**src/rtl/seq_divider.sv**
```systemverilog
// seq_divider: multi-cycle radix-2 restoring divider with valid/ready
// handshakes on both sides, divide-by-zero detection and output backpressure.
// One quotient bit is resolved per clock.
// Optional feature: define DIV_SIGNED_EN for two's complement operands and
// results (truncating division). With the macro undefined the block is
// purely unsigned.

module seq_divider #(
    parameter int WIDTH = 8,
    parameter int CNT_W = $clog2(WIDTH + 1)
) (
    input  logic             clk,
    input  logic             rst_n,
    input  logic             in_valid,
    output logic             in_ready,
    input  logic [WIDTH-1:0] dividend,
    input  logic [WIDTH-1:0] divisor,
    output logic             out_valid,
    input  logic             out_ready,
    output logic [WIDTH-1:0] quotient,
    output logic [WIDTH-1:0] remainder,
    output logic             div_by_zero,
    output logic             busy
);

    localparam logic [1:0] IDLE = 2'd0;
    localparam logic [1:0] CALC = 2'd1;
    localparam logic [1:0] DONE = 2'd2;

    logic [1:0]       state;
    logic [WIDTH-1:0] quo_r;
    logic [WIDTH-1:0] dvs_r;
    logic [WIDTH:0]   prem;
    logic [CNT_W-1:0] cnt;

    logic [WIDTH+1:0] shifted;
    logic [WIDTH:0]   diff;
    logic             neg;
    logic [WIDTH:0]   next_prem;
    logic [WIDTH-1:0] next_quo;
    logic [WIDTH-1:0] op_a;
    logic [WIDTH-1:0] op_b;
    logic [WIDTH-1:0] res_q;
    logic [WIDTH-1:0] res_r;
    logic             accept;
    logic             last_iter;

`ifdef DIV_SIGNED_EN
    logic neg_q;
    logic neg_r;
`endif

    assign in_ready  = (state == IDLE);
    assign out_valid = (state == DONE);
    assign busy      = (state != IDLE);
    assign accept    = in_valid && in_ready;
    assign last_iter = (state == CALC) && (cnt == CNT_W'(1));

    // One restoring step: shift in the next dividend bit, trial subtract, restore on borrow
    always_comb begin
        shifted   = {prem, quo_r[WIDTH-1]};
        neg       = (shifted < {2'b00, dvs_r});
        diff      = shifted[WIDTH:0] - {1'b0, dvs_r};
        next_prem = neg ? shifted[WIDTH:0] : diff;
        next_quo  = {quo_r[WIDTH-2:0], ~neg};
`ifdef DIV_SIGNED_EN
        op_a  = dividend[WIDTH-1] ? -dividend : dividend;
        op_b  = divisor[WIDTH-1]  ? -divisor  : divisor;
        res_q = neg_q ? -next_quo : next_quo;
        res_r = neg_r ? -next_prem[WIDTH-1:0] : next_prem[WIDTH-1:0];
`else
        op_a  = dividend;
        op_b  = divisor;
        res_q = next_quo;
        res_r = next_prem[WIDTH-1:0];
`endif
    end

    // Control FSM plus the working registers of the iterative core
    always_ff @(posedge clk or negedge rst_n) begin
        if (!rst_n) begin
            state <= IDLE;
            quo_r <= '0;
            dvs_r <= '0;
            prem  <= '0;
            cnt   <= '0;
`ifdef DIV_SIGNED_EN
            neg_q <= 1'b0;
            neg_r <= 1'b0;
`endif
        end else begin
            case (state)
                IDLE: begin
                    if (accept) begin
                        quo_r <= op_a;
                        dvs_r <= op_b;
                        prem  <= '0;
                        cnt   <= CNT_W'(WIDTH);
`ifdef DIV_SIGNED_EN
                        neg_q <= dividend[WIDTH-1] ^ divisor[WIDTH-1];
                        neg_r <= dividend[WIDTH-1];
`endif
                        state <= (divisor == '0) ? DONE : CALC;
                    end
                end
                CALC: begin
                    quo_r <= next_quo;
                    prem  <= next_prem;
                    cnt   <= cnt - CNT_W'(1);
                    if (last_iter) begin
                        state <= DONE;
                    end
                end
                DONE: begin
                    if (out_ready) begin
                        state <= IDLE;
                    end
                end
                default: state <= IDLE;
            endcase
        end
    end

    // Result registers change only on entry to DONE and hold otherwise
    always_ff @(posedge clk or negedge rst_n) begin
        if (!rst_n) begin
            quotient    <= '0;
            remainder   <= '0;
            div_by_zero <= 1'b0;
        end else if (accept && (divisor == '0)) begin
            quotient    <= '1;
            remainder   <= dividend;
            div_by_zero <= 1'b1;
        end else if (last_iter) begin
            quotient    <= res_q;
            remainder   <= res_r;
            div_by_zero <= 1'b0;
        end
    end

endmodule

```
**config.mk**
```make
export PLATFORM = sky130hd
export DESIGN_NAME = seq_divider
export DESIGN_NICKNAME = d
export VERILOG_FILES = /design/src/rtl/seq_divider.sv
export SDC_FILE = /design/constraint.sdc
export NUM_CORES = 1
export LEC_CHECK = 0
export CAP_MARGIN = 15
export CORE_MARGIN = 4
export CORE_UTILIZATION = 50
export CTS_BUF_LIST = sky130_fd_sc_hd__clkbuf_8 sky130_fd_sc_hd__clkbuf_16
export DETAILED_ROUTE_END_ITERATION = 16
export MAX_ROUTING_LAYER = met4
export PLACE_DENSITY_LB_ADDON = 0.2
export SLEW_MARGIN = 25
export SYNTH_ARGS = -nofsm -noshare
export SYNTH_HDL_FRONTEND = slang
export SYNTH_SLANG_ARGS = --single-unit
```
**constraint.sdc**
```tcl
create_clock -name clk -period 3.3 [get_ports clk]
set_clock_uncertainty 0.1 [all_clocks]
set_input_delay 0.66 -clock clk [delete_from_list [all_inputs] [get_ports clk]]
set_output_delay 0.66 -clock clk [all_outputs]
set_load 0.01 [all_outputs]
```
---- Yosys cells after proc, flatten, opt, wreduce, memory -nomap -nowiden ----
Index checks and enable logic that the tools add are counted.
operators by class
  add/sub/neg operators ................... 2
  magnitude comparators ................... 1
  equality and inequality tests ........... 6
  multiplexer cells ....................... 18
  bitwise gates (word level) .............. 1
  reductions and logical operators ........ 11
operators with widths
  kind                 count
  $mux 8               5
  $mux 9               2
  $pmux 9 s2           1
  $pmux 8 s2           1
  $lt 10x8->1          1
  $sub 9x8->9          1
  $logic_not 8->1      1
  $mux 2               4
  $pmux 4 s2           1
  $pmux 2 s3           1
  $reduce_bool 2->1    3
  $eq 4x1->1 const B   1
  $mux 4               1
  $ne 2x1->1 const B   2
  $reduce_and 2->1     2
  $sub 4x1->4 const B  1
  $logic_and 1x1->1    3
  $reduce_and 3->1     1
  $eq 2x1->1 const B   1
  $eq 2x2->1 const B   1
  $logic_not 2->1      1
  $mux 1               2
  $ne 2x2->1 const B   1
  $not 1->1            1
word-level totals
  register bits after elaboration ......... 48
  input port bits ......................... 20
  output and inout port bits .............. 20
  word-level logic and storage cells ...... 47

---- Longest topological paths before layout ----
Gate-level depths: netlist of the first run.
  depth in word-level cells ............... 4
  gate-level depth with buffers ........... 11
  mapped depth without buffers ............ 10

---- Worst setup path after synthesis of the first run ----
OpenSTA, ideal clock, no wires.
  path kind ............................... reg-to-reg
  from .................................... register quo_r[7]
  to ...................................... register remainder[5]
  arrival ................................. 2.259 ns
  required time ........................... 3.067 ns
  path slack .............................. 0.808 ns
  stages on the path, launching flop included .. 11
  buffers on the path ..................... 1
  path through ............................ dfrtp_1 -> inv_1 -> ha_1 -> inv_1 -> fa_1 -> a211oi_1 -> o21ai_0 -> a31oi_4 -> buf_6 -> mux2i_1 -> a21oi_1
on the way
  cells in the longest elaborated chain, start to end .. 4
  elaborated cells on any way between the ends .. 5
RTL lines
  element                                            line    source
  start: declaration                                 31      logic [WIDTH-1:0] quo_r;
  start signal: assignment                           95      quo_r <= op_a;
  start signal: assignment                           107     quo_r <= next_quo;
  $sub 9x8->9 / $lt 10x8->1 (equally long branches)  63, 62
  $mux 9 *                                           64      next_prem = neg ? shifted[WIDTH:0] : diff;
  $mux 8 *                                           134     end else if (last_iter) begin
  $mux 8 *                                           130     end else if (accept && (divisor == '0)) begin
  end signal: assignment                             132     remainder <= dividend;
  end signal: assignment                             136     remainder <= res_r;
  end: declaration                                   21      output logic [WIDTH-1:0] remainder,
Mark *: on every way between the ends. The rest lies on a longest branch, timed or not. The select of a mux whose other input is x is not followed.
A chain may end at the register's enable or synchronous reset.

---- Worst setup path after layout of the first run ----
  from .................................... register quo_r[7]
  to ...................................... register remainder[1]
Same word-level chain as after synthesis.

==> results.yml, run 1 <==
placed_design:
  gp_congestion: 0.826
  portBuffers: 39
  dp_worst_setup_slack_ns: 0.446
  dp_hpwl_mm: 4.32
die:
  die_height_um: 79.0
  core.rowCount: 25
  die_w_um: 79.0
  core_area_mm2: 0.00482
  die_area_mm2: 0.00624
  io_pins: 40
  initial_utilization: 0.524
setup_path:
  worst_setup_path_start_kind: "flip-flop"
  worst-path-stages: 9
  crit_buf_inv: 2
  critPathKind: "reg -> reg"
  required_ns: 3.36
  crit_path_max_incr_delay_ns: 0.46
  cp-end-kind: "flip-flop"
  r2r_slack_ns: 0.45
  slowest_stage: "a31oi_4"
  crit_family: "compound AO/OA/AOI/OAI gates"
  crit_arrival_ns: 2.92
  reg2reg_depth: 9
  crit_chain: "inv_1 -> ha_1 -> inv_1 -> fa_1 -> a211oi_1 -> o21ai_0 -> a31oi_4 -> mux2i_1 -> o21ai_0"
  worstPathMaxFanout: 14
cts:
  postCtsSetupBuffers: 0
  htreeDepth: 2
  postCtsHoldBufs: 0
  cts_resized: 0
  worstSkewPairLatency_ns: 0.31
  path_clk_slew_ns: 0.10
  root_buffer: "clkbuf_8"
  clock_path_buffers: 2
  numCtsBuffers: 5
  cts_tree: "built"
  cts_sinks: 48
cells_and_area:
  syn2layout_area_growth_pct: 22.7
  drive_above_1_share: 0.0654
  register_area_mm2: 0.00120
  multiInputGateArea_mm2: 0.00121
  n_antenna_cell: 0
  num-nets-final: 351
  fillers: 424
grt:
  grt_pass1_vias: 2154
  grt_usage: 0.210
  antenna_found_initial: 0
  grt_remaining_overflow: 0
  grt_first_pass_wirelength_mm: 10.1
  grt_max_degree: 49
sta:
  fin_crit_ns: 2.85
  hold_viol: 0
  max_slew_margin: 0.485
  setup_viol: 0
  rsz0062_at_grt: "false"
  finalCritPeriodShare: 0.864
  drv_slew: 0
  worstMarginPinSlew_ns: 0.771
  final.setup.tns_ns: 0
  fin_ws_ns: 0.448
  fmax_ghz: 0.351
detailed_routing:
  vias_per_cell: 5.57
  routedWlPerCell_um: 15.3
  routed_wl_mm: 5.94
  drtIter0Drc: 171
  drc: 0
  first_pass_iters: 4
  ant_nets: 0
  route.vias.total: 2161
synthesis:
  yosysTopAreaCell: "dfrtp_1"
  synth-warning-count: 0
  synth_common_cells: "53 x nand2_1, 48 x dfrtp_1, 26 x o21ai_0"
  synthFlopType: "dfrtp_1"
  synthesis.area_mm2: 0.00252
  syn-num-nets: 312
  syn_area_per_cell_um2: 8.98
  synth_top_cell_area_share: 0.476
  yosys-top-cells-area: "dfrtp_1 48%, nand2_1 7.9%, o21ai_0 5.2%, ha_1 5.0%, nand3_1 4.4%"
  ys_seq_elements: 48
  synthMostInstantiatedCell: "nand2_1"
  async_flop_share: 1.00
  synth.distinct_cells: 42
  synthCells: 281
  yosysSeqAreaShare: 0.476
  synth_edf_count: 0
run_status:
  status: "completed"
power:
  irDropWorstVdd_v: 0.000731
  p_leak_uw: 0.00139
  power_density_mw_per_mm2: 1180
run:
  drv_cap: 0
hold_path:
  min_path_type: "in -> async"
==> flip-flops by register name, summed over array words and instances, names as in the netlist <==
name,cells
cnt,4
prem,9
div_by_zero,1
quotient,8
dvs_r,8
remainder,8
quo_r,8
state,2
==> worst register-to-register path, delay by kind of cell (launching register included) <==
| family | cells | cell delay, ns |
|---|---|---|
| AOI/OAI and AO/OA | 4 | 1.18 |
| adders and majority gates | 2 | 0.59 |
| buffers and inverters | 2 | 0.12 |
| DFF | 1 | 0.41 |
| muxes | 1 | 0.32 |
==> final timing paths <==
path / to / from
max: remainder[1] / quo_r[7]
max in group asynchronous: dvs_r[4] / rst_n
min: remainder[7] / rst_n
min reg2reg: cnt[3] / cnt[3]
min in group clk: cnt[3] / cnt[3]
max reg2reg: remainder[1] / quo_r[7]
==> power by group <==
group	switching (uW)	total [uW]	internal, uW
Clock	206	454	248
Combinational	1150	2100	954
Sequential	197	1090	893
==> stage by stage <==
stage / hold WS (ns) / total power (uW) / area [um^2] / instances / utilization
after floorplan: 0.264 / 2570 / 2520 / 281 / -
after global placement: 0.363 / 3150 / 2970 / 380 / 0.617
after detailed placement: 0.372 / 3190 / 2970 / 380 / 0.617
after CTS: 0.278 / 3660 / 3100 / 388 / 0.643
after global routing: 0.298 / 3960 / 3100 / 388 / 0.643
final: 0.255 / 3650 / 3100 / 388 / 0.643
==> logic make-up after synthesis <==
| logic type | share of synthesized area |
|---|---|
| compound gates | 0.183 |
| flops | 0.476 |
| mux | 0.0159 |
| xor+xnor | 0.0139 |
| buf+inv | 0.0451 |
| fa+ha+maj | 0.0575 |
| simple gates | 0.209 |
==> layout make-up <==
class / count / share of cell area
Tap cell: 67 / 0.0271
Timing Repair Buffer: 45 / 0.140
Multi-Input combinational cell: 207 / 0.390
Clock inverter: 2 / 0.0125
Inverter: 13 / 0.0158
Clock buffer: 6 / 0.0267
Sequential cell: 48 / 0.388
==> metal layers <==
metal  GRT usage  routed length, um  share of wire
met4      0.0842                 85          0.014
met5           -                  0              0
met2       0.334               2930           0.49
met3      0.0420                276          0.046
met1       0.265               2650           0.45
==> placed cells by master, fill, tap and decap left out, types with 6 or more instances in the layout <==
cell type / Yosys / final
nand2_1: 53 / 53
dfrtp_1: 48 / 48
clkdlybuf4s50_1: 0 / 38
o21ai_0: 26 / 26
nand3_1: 22 / 22
nor2_1: 17 / 17
inv_1: 13 / 13
a21oi_1: 12 / 12
a22oi_1: 11 / 11
ha_1: 10 / 10
buf_4: 0 / 7
clkbuf_8: 0 / 6
Power figures use the tool's default switching activity.
==> run 2: changes to the inputs <==
CORE_MARGIN = 3   (was 4)
==> results.yml, run 2 (synthesis gave the netlist of run 1 again) <==
detailed_routing:
  routedWlPerCell_um: 15.5
  drtIter0Drc: 162
  wl_met3_um: 229
  drc: 0
  routed_wl_mm: 6.05
  wl_met2_mm: 2.92
  routedLengthMet1_mm: 2.81
  route.vias.total: 2172
  vias_per_cell: 5.58
  top_layer: "met4"
  first_pass_iters: 4
  ant_nets: 0
run:
  drv_cap: 0
grt:
  grt_pass1_vias: 2092
  grt_max_degree: 49
  grt_remaining_overflow: 0
  antenna_found_initial: 0
  grt_first_pass_wirelength_mm: 10.3
  grt_usage: 0.225
run_status:
  status: "completed"
cts:
  cts_tree: "built"
  cts_resized: 0
  root_buffer: "clkbuf_8"
  worstSkewPairLatency_ns: 0.31
  postCtsSetupBuffers: 0
  htreeDepth: 2
  cts_sinks: 48
  clock_path_buffers: 2
  numCtsBuffers: 5
  postCtsHoldBufs: 0
  path_clk_slew_ns: 0.09
placed_design:
  gp_congestion: 0.825
  dp_worst_setup_slack_ns: 0.315
  dp_hpwl_mm: 4.37
  portBuffers: 39
  place_area_mm2: 0.00298
setup_path:
  reg2reg_to: "remainder[3]"
  reg2reg_from: "quo_r[7]"
  crit_arrival_ns: 2.99
  critPathLaunch: "quo_r[7]"
  crit_path_max_incr_delay_ns: 0.46
  required_ns: 3.37
  critPathKind: "reg -> reg"
  r2r_slack_ns: 0.38
  cp-end-kind: "flip-flop"
  reg2reg_depth: 9
  crit_chain: "inv_1 -> ha_1 -> inv_1 -> fa_1 -> a211oi_1 -> o21ai_0 -> a31oi_4 -> mux2i_1 -> o211ai_1"
  slowest_stage: "a31oi_4"
  worst_setup_path_start_kind: "flip-flop"
  worstPathMaxFanout: 14
  cp-endpoint: "remainder[3]"
  cp_common_cell: "inv_1"
sta:
  rsz0062_at_grt: "false"
  hold_viol: 0
  drv_slew: 0
  fmax_ghz: 0.343
  fin_ws_ns: 0.381
  final.setup.tns_ns: 0
  fin_crit_ns: 2.92
  finalCritPeriodShare: 0.885
  setup_viol: 0
  max_slew_margin: 0.459
  worstMarginPinSlew_ns: 0.809
cells_and_area:
  largest_reg_flops: 9
  layout_commonest_cell: "nand2_1"
  num-nets-final: 352
  final_cell_mix: "53 x nand2_1, 48 x dfrtp_1, 38 x clkdlybuf4s50_1"
  register_area_mm2: 0.00120
  final_core_util: 0.648
  fillers: 390
  drive_above_1_share: 0.0683
  syn2layout_area_growth_pct: 23.0
  multiInputGateArea_mm2: 0.00121
  regMostFlops: "prem"
  n_antenna_cell: 0
  postLayoutCellArea_mm2: 0.00310
hold_path:
  min_path_type: "in -> async"
power:
  intPower_uw: 2100
  clkPwrFrac: 0.123
  power.total_uw: 3680
  irDropWorstVdd_v: 0.000577
  seq_power_share: 0.297
  combPwrFrac: 0.580
  power_density_mw_per_mm2: 1190
  power_switching_share: 0.428
  p_sw_uw: 1580
  p_leak_uw: 0.00139
die:
  io_pins: 40
  core_area_mm2: 0.00479
  core.rowCount: 25
  die_height_um: 77.0
  initial_utilization: 0.527
  die_w_um: 77.0
  die_area_mm2: 0.00593
[run 2: changes by cell type in the layout (fill, tap and decap cells not counted), sizes merged]
| cell | previous run | this run |
|---|---|---|
| buf | 7 | 8 |
[run 2: cell type report]
cell class | count | area share
multi-input combinational | 207 | 0.389
sequential | 48 | 0.387
timing repair buffer | 46 | 0.142
tap | 67 | 0.0270
clock buffer | 6 | 0.0266
inverter | 13 | 0.0157
clock inverter | 2 | 0.0125
[run 2: how the worst min path moves through the flow]
stage / from / end / slack, ns
after global placement: div_by_zero / div_by_zero / 0.36
after detailed placement: cnt[3] / cnt[3] / 0.38
final: rst_n / quotient[2] / 0.26
after CTS: rst_n / quotient[2] / 0.27
after floorplan: rst_n / cnt[0] / 0.26
after global routing: rst_n / quotient[3] / 0.29
[run 2: power groups by stage]
stage | registers (uW) | clock network [uW] | logic, uW
after CTS | 1090 | 466 | 2130
after global placement | 1090 | 0 | 2060
after detailed placement | 1100 | 0 | 2120
after floorplan | 1100 | 0 | 1470
after global routing | 1130 | 487 | 2390
final | 1090 | 454 | 2130
[run 2: worst max-delay path: cells and delay by family, from the launching register on]
kind / cells / cell delay (ns)
mux: 1 / 0.32
compound gates: 4 / 1.24
flops: 1 / 0.42
buf+inv: 2 / 0.13
fa+ha+maj: 2 / 0.57
[run 2: layer usage]
layer | track usage | vias to the layer above
li1 | - | 1062
met1 | 0.302 | 1057
met2 | 0.348 | 46
met3 | 0.0411 | 7
met4 | 0.0747 | 0
met5 | - | -
[run 2: through the flow]
| step | std cells | hold WS [ns] |
|---|---|---|
| 2_1_floorplan | 281 | 0.264 |
| 3_3_place_gp | 381 | 0.363 |
| 3_5_place_dp | 381 | 0.377 |
| 4_1_cts | 389 | 0.273 |
| 5_1_grt | 389 | 0.291 |
| 6_report | 389 | 0.260 |
